$ cat src/rtl/fp_recip_iter.sv
// fp_recip_iter: single-precision reciprocal 1/d. It uses a seed lookup table
// followed by ITERS Newton-Raphson refinements, x' = x*(2 - m*x), computed in
// unsigned fixed point with FRAC_W fraction bits.
//
// Ports
//   clk        single clock; all logic updates on its rising edge
//   rst_n      synchronous active-low reset
//   in_valid   the operand on in_data is valid
//   in_ready   the block can accept an operand (only in IDLE)
//   in_data    IEEE-754 single-precision operand d
//   out_valid  out_data/out_flags hold a result
//   out_ready  the consumer accepts the result
//   out_data   1/d in single precision, rounded toward zero
//   out_flags  {NX, UF, NV, DZ}
module fp_recip_iter #(
  parameter int SEED_BITS = 5,
  parameter int ITERS     = 2,
  parameter int FRAC_W    = 30
) (
  input  logic        clk,
  input  logic        rst_n,
  input  logic        in_valid,
  output logic        in_ready,
  input  logic [31:0] in_data,
  output logic        out_valid,
  input  logic        out_ready,
  output logic [31:0] out_data,
  output logic [3:0]  out_flags
);

  // Two integer bits. The correction term e = 2 - m*x lies near 1, and the
  // full product of two of these operands is 2*XW bits wide.
  localparam int XW    = FRAC_W + 2;
  localparam int LUT_N = 1 << SEED_BITS;
  localparam logic [XW-1:0] TWO_Q     = {2'b10, {FRAC_W{1'b0}}};
  localparam logic [1:0]    LAST_ITER = 2'((ITERS > 0) ? ITERS - 1 : 0);

  typedef enum logic [2:0] {IDLE, SEED, MUL_A, MUL_B, PACK, DONE} state_t;

  state_t        state, state_next;
  logic [31:0]   op_q;
  logic [XW-1:0] x_q, e_q;
  logic [1:0]    iter_q;

  // Each seed is the reciprocal at the midpoint of its mantissa interval:
  // floor(2^FRAC_W / (1 + (i+0.5)/2^SEED_BITS)), rewritten in integer form.
  function automatic logic [XW-1:0] lut_entry(input int i);
    logic [63:0] num, den;
    num = 64'd1 << (FRAC_W + SEED_BITS + 1);
    den = (64'd1 << (SEED_BITS + 1)) + 64'(2 * i + 1);
    return XW'(num / den);
  endfunction

  logic [XW-1:0] lut [LUT_N];
  for (genvar g = 0; g < LUT_N; g++) begin : g_lut
    assign lut[g] = lut_entry(g);
  end

  logic       in_special;
  logic       op_sign;
  logic [7:0] op_exp;
  logic [22:0] op_frac;
  logic [SEED_BITS-1:0] seed_idx;

  // Zero, denormal, Inf/NaN and exact powers of two bypass the iteration.
  assign in_special = (in_data[30:23] == 8'h00) || (in_data[30:23] == 8'hFF) ||
                      (in_data[22:0] == 23'h0);
  assign op_sign  = op_q[31];
  assign op_exp   = op_q[30:23];
  assign op_frac  = op_q[22:0];
  assign seed_idx = op_q[22 -: SEED_BITS];

  logic [XW-1:0]   m_q;
  logic [2*XW-1:0] m_ext, x_ext, e_ext;
  logic [XW-1:0]   e_next, x_next;

  // m = 1.F. Each product is taken at full width and truncated back to
  // FRAC_W fraction bits.
  assign m_q    = {2'b01, op_frac, {(FRAC_W - 23){1'b0}}};
  assign m_ext  = {{XW{1'b0}}, m_q};
  assign x_ext  = {{XW{1'b0}}, x_q};
  assign e_ext  = {{XW{1'b0}}, e_q};
  assign e_next = TWO_Q - XW'((m_ext * x_ext) >> FRAC_W);
  assign x_next = XW'((x_ext * e_ext) >> FRAC_W);

  logic [31:0] pack_data;
  logic [3:0]  pack_flags;

  // Result formatting. For a normal operand, x lies in (0.5,1). Its leading
  // one is therefore at bit FRAC_W-1, and the exponent field is 253-E.
  always_comb begin
    pack_data  = 32'h0;
    pack_flags = 4'h0;
    if (op_exp == 8'h00) begin
      pack_data  = {op_sign, 8'hFF, 23'h0};
      pack_flags = 4'b0001;
    end else if (op_exp == 8'hFF) begin
      if (op_frac == 23'h0) begin
        pack_data = {op_sign, 31'h0};
      end else begin
        pack_data  = 32'h7FC00000;
        pack_flags = {2'b00, ~op_frac[22], 1'b0};
      end
    end else if (op_frac == 23'h0) begin
      if (op_exp == 8'd254) begin
        pack_data  = {op_sign, 31'h0};
        pack_flags = 4'b1100;
      end else begin
        pack_data = {op_sign, 8'd254 - op_exp, 23'h0};
      end
    end else if (op_exp >= 8'd253) begin
      pack_data  = {op_sign, 31'h0};
      pack_flags = 4'b1100;
    end else begin
      pack_data  = {op_sign, 8'd253 - op_exp, x_q[FRAC_W-2 -: 23]};
      pack_flags = 4'b1000;
    end
  end

  // State register.
  always_ff @(posedge clk) begin
    if (!rst_n) state <= IDLE;
    else        state <= state_next;
  end

  // Sequencing. Specials go straight to PACK. Normals alternate MUL_A/MUL_B
  // once per iteration.
  always_comb begin
    state_next = state;
    case (state)
      IDLE:    if (in_valid) state_next = in_special ? PACK : SEED;
      SEED:    state_next = (ITERS == 0) ? PACK : MUL_A;
      MUL_A:   state_next = MUL_B;
      MUL_B:   state_next = (iter_q == LAST_ITER) ? PACK : MUL_A;
      PACK:    state_next = DONE;
      DONE:    if (out_ready) state_next = IDLE;
      default: state_next = IDLE;
    endcase
  end

  // Datapath registers. Results are loaded only in PACK, so they stay stable
  // for as long as the FSM waits in DONE.
  always_ff @(posedge clk) begin
    if (!rst_n) begin
      op_q      <= 32'h0;
      x_q       <= '0;
      e_q       <= '0;
      iter_q    <= 2'd0;
      out_data  <= 32'h0;
      out_flags <= 4'h0;
    end else begin
      case (state)
        IDLE:  if (in_valid) op_q <= in_data;
        SEED: begin
          x_q    <= lut[seed_idx];
          iter_q <= 2'd0;
        end
        MUL_A: e_q <= e_next;
        MUL_B: begin
          x_q    <= x_next;
          iter_q <= 2'(iter_q + 2'd1);
        end
        PACK: begin
          out_data  <= pack_data;
          out_flags <= pack_flags;
        end
        default: ;
      endcase
    end
  end

  assign out_valid = (state == DONE);
  assign in_ready  = rst_n && (state == IDLE);

endmodule

$ cat config.mk
export PLATFORM = sky130hd
export DESIGN_NAME = fp_recip_iter
export DESIGN_NICKNAME = d
export VERILOG_FILES = /design/src/rtl/fp_recip_iter.sv
export SDC_FILE = /design/constraint.sdc
export NUM_CORES = 2
export LEC_CHECK = 0
export BUFFER_PORTS_ARGS = -buffer_cell sky130_fd_sc_hd__buf_2
export CAP_MARGIN = 10
export CORE_MARGIN = 3
export CORE_UTILIZATION = 25
export DETAILED_ROUTE_END_ITERATION = 7
export SLEW_MARGIN = 20
export SYNTH_ARGS = -nofsm -noshare
export SYNTH_HDL_FRONTEND = slang
export SYNTH_SLANG_ARGS = --single-unit
export TNS_END_PERCENT = 10
$ cat constraint.sdc
create_clock -name clk -period 7.9 [get_ports clk]
set_input_delay 1.975 -clock clk [delete_from_list [all_inputs] [get_ports clk]]
set_output_delay 1.975 -clock clk [all_outputs]
set_load 0.01 [all_outputs]
==> reports/metrics.cfg <==
[timing]
fmax_mhz = 123
setup_ws_ps = -200
hold_viol = 0
whs_ps = 472
slew_violations = 0
maxSlewHeadroom_pct = 35.3
rsz0062_at_grt = true
finalClockSkew_ps = 18.3
period_needed_ps = 8100
setup-violations-final = 12
finalCritPeriodShare_pct = 103
tightest_slew_ps = 968

[setup_path]
worstSetupPathType = reg2reg
r2r_start = x_q[20]
cp-startpoint = x_q[20]
crit_required_ps = 8280
timing.critical_path.arrival_ps = 8480
cp-end-kind = flop
slowest_delay_ps = 590
crit_path_frequent_cell = fa_1
path_max_fanout = 5
start_kind = flop
reg2regPathDepth = 28
crit_slowest_cell = fa_1

[place]
portBuffers = 73
place.gp.congestion = 0.942
dpl_worst_slack_ps = -445
dp.cells = 11251
dp_hpwl_mm = 158
placed_cell_area_sq_um = 74000

[global_routing]
grt_usage_pct = 14.7
grt_max_degree = 63
first_global_vias = 54095
grt-ovfl-total = 0
grt_pass1_wl_mm = 307
antenna_found_initial = 4

[logic_synthesis]
synth_top_cell_area_share_pct = 48.4
synth.yosys.seq_area_share_pct = 4.28
ys_warn_count = 0
yosysUniqueCellTypes = 85
synth_edf_count = 0
avgSynthCellArea_sq_um = 8.51
synth_nets = 9564
synth-seq-cells = 137
async_flop_share_pct = 0
ys.flop_type = dfxtp_1
synthCells = 7537
synth.area.top_cells = fa_1 (48%), inv_1 (11%), ha_1 (8.6%), nand2_1 (8.3%), and2_1 (5.8%)
yosysTopAreaCell = fa_1
synth_area_sq_um = 64100

[flow_run]
cap_violations = 0

[pwr]
peakVddDrop_mv = 0.138
power_frac_clock_pct = 11.4
pwr-share-seq_pct = 10.4
power_density_nw_per_um2 = 106
power_uw = 8070
p_int_uw = 4020
p_switching_uw = 4050
combPwrFrac_pct = 78.1
power.leakage_uw = 0.0369
switching_share_pct = 50.2

[clock_tree]
clock-sinks = 137
htree_levels = 4
clock_latency_ps = 500
clock_path_buffers = 2
cts_tree = done
cts_inserted_buffers = 17
cts_root_buf = clkbuf_16
hold_buffers = 0
clk_pin_slew_ps = 80

[routing]
wl_per_cell_microns = 16.8
routed_wl_mm = 190
vias_per_cell = 4.45
num_vias = 50448
drt_iter0_drc = 3079
first_pass_iters = 7
ant_nets = 0
drc = 0

[finish]
areaGrowthSynthToFinish_pct = 18.9
final_area_sq_um = 76200
finalNonFillerCells = 11335
final_cell_mix = inv_1 (1796), fa_1 (1530), nand2_1 (1421), buf_4 (643), and2_1 (593)
diodes = 0
layout_commonest_cell = inv_1
nNetsFinal = 9984
multiInputGateArea_sq_um = 53600
n_fill_cell = 26844
drive_gt1_share_pct = 13.9
seqCellArea_sq_um = 2850

[hold_path]
min_path_cells = 2
worstHoldPathType = reg2reg
hold_start = iter_q[1]

[floorplanning]
die_area_sq_um = 263000
initial_utilization_pct = 25.2
die_w_microns = 512
fp.dieH_microns = 512
row_count = 185
core_area_sq_um = 255000
io_pins = 74

[status]
violations = setup timing
status = complete, but fails checks

==> sequential cells by signal, indices dropped and copies added, names as in the netlist <==
signal,cells
out_data,32
state,3
x_q,32
op_q,32
e_q,32
iter_q,2
out_flags,4
==> path summary, 6_finish.rpt <==
| path | slack (ps) | endpoint |
|---|---|---|
| setup / recovery | -200 | e_q[22] |
| hold / removal | 470 | iter_q[1] |
| setup reg to reg | -200 | e_q[22] |
| hold reg to reg | 470 | iter_q[1] |
==> synthesized netlist by cell type, types with 35 or more instances <==
cell	n
nor2_1	117
a21oi_1	154
dfxtp_1	137
and2_1	594
nor3_1	35
a21boi_0	39
inv_1	1797
ha_1	441
xnor2_1	61
a21o_1	66
clkbuf_1	441
nor2b_1	46
fa_1	1550
o21ai_0	140
nand2_1	1424
a211oi_1	35
nand3_1	45
==> what timing repair did <==
| action | in CTS | in global routing |
|---|---|---|
| gates resized for setup | 132 | 92 |
| setup endpoints to repair | 37 | 47 |
| buffers inserted | 35 | 13 |
| pin swaps | 56 | 62 |
| gates cloned | 5 | 2 |
==> routing by layer <==
layer  global-route usage, %  part of all wire, %  vias up
li1                        -                    -    22909
met1                    19.9                   44    25932
met2                    24.6                   47     1362
met3                    1.81                  5.4      241
met4                    4.45                  3.4        4
met5                       0                0.018        -
==> power by group through the flow <==
| stage | registers, uW | logic (uW) | clock network (uW) |
|---|---|---|---|
| after CTS | 843 | 6170 | 940 |
| after global placement | 855 | 5880 | 0 |
| final | 841 | 6310 | 923 |
| after global routing | 847 | 6950 | 959 |
| after floorplan | 802 | 3320 | 0 |
| after detailed placement | 857 | 5900 | 0 |
==> area by class of cell <==
| cell class | count | share of cell area (%) |
|---|---|---|
| Timing Repair Buffer | 873 | 10.8 |
| Clock buffer | 20 | 0.599 |
| Tap cell | 3366 | 5.53 |
| Sequential cell | 137 | 3.74 |
| Clock inverter | 11 | 0.222 |
| Multi-Input combinational cell | 5130 | 70.3 |
| Inverter | 1798 | 8.85 |
==> stage by stage <==
step,utilization [%],setup TNS (ps)
after global placement,29.1,-6280
after detailed placement,29.1,-7610
after CTS,29.7,-851
after global routing,29.9,-8190
after floorplan,-,-8.73
final,29.9,-916
==> cells by family (layout without fill, tap and decap cells) <==
kind of cell             Yosys count  in the layout  synth area share, %
adder cells (fa/ha/maj)         1991           1991                 57.0
multiplexers                       7              7                0.129
AND/OR/NAND/NOR                 2393           2393                 17.4
XOR/XNOR                          90             90                 1.23
AO/OA/AOI/OAI                    649            649                 6.68
flip-flops                       137            137                 4.28
buffers and inverters           2270           2702                 13.3
==> worst max-delay path: cells and delay by family (launching register included) <==
family	cells	cell delay, ps
AO/OA/AOI/OAI	7	1220
XOR/XNOR	1	160
adder cells (fa/ha/maj)	8	3930
buffers and inverters	6	660
flip-flops	1	370
AND/OR/NAND/NOR	6	1650
No activity file was read; power rests on OpenSTA's default activity.
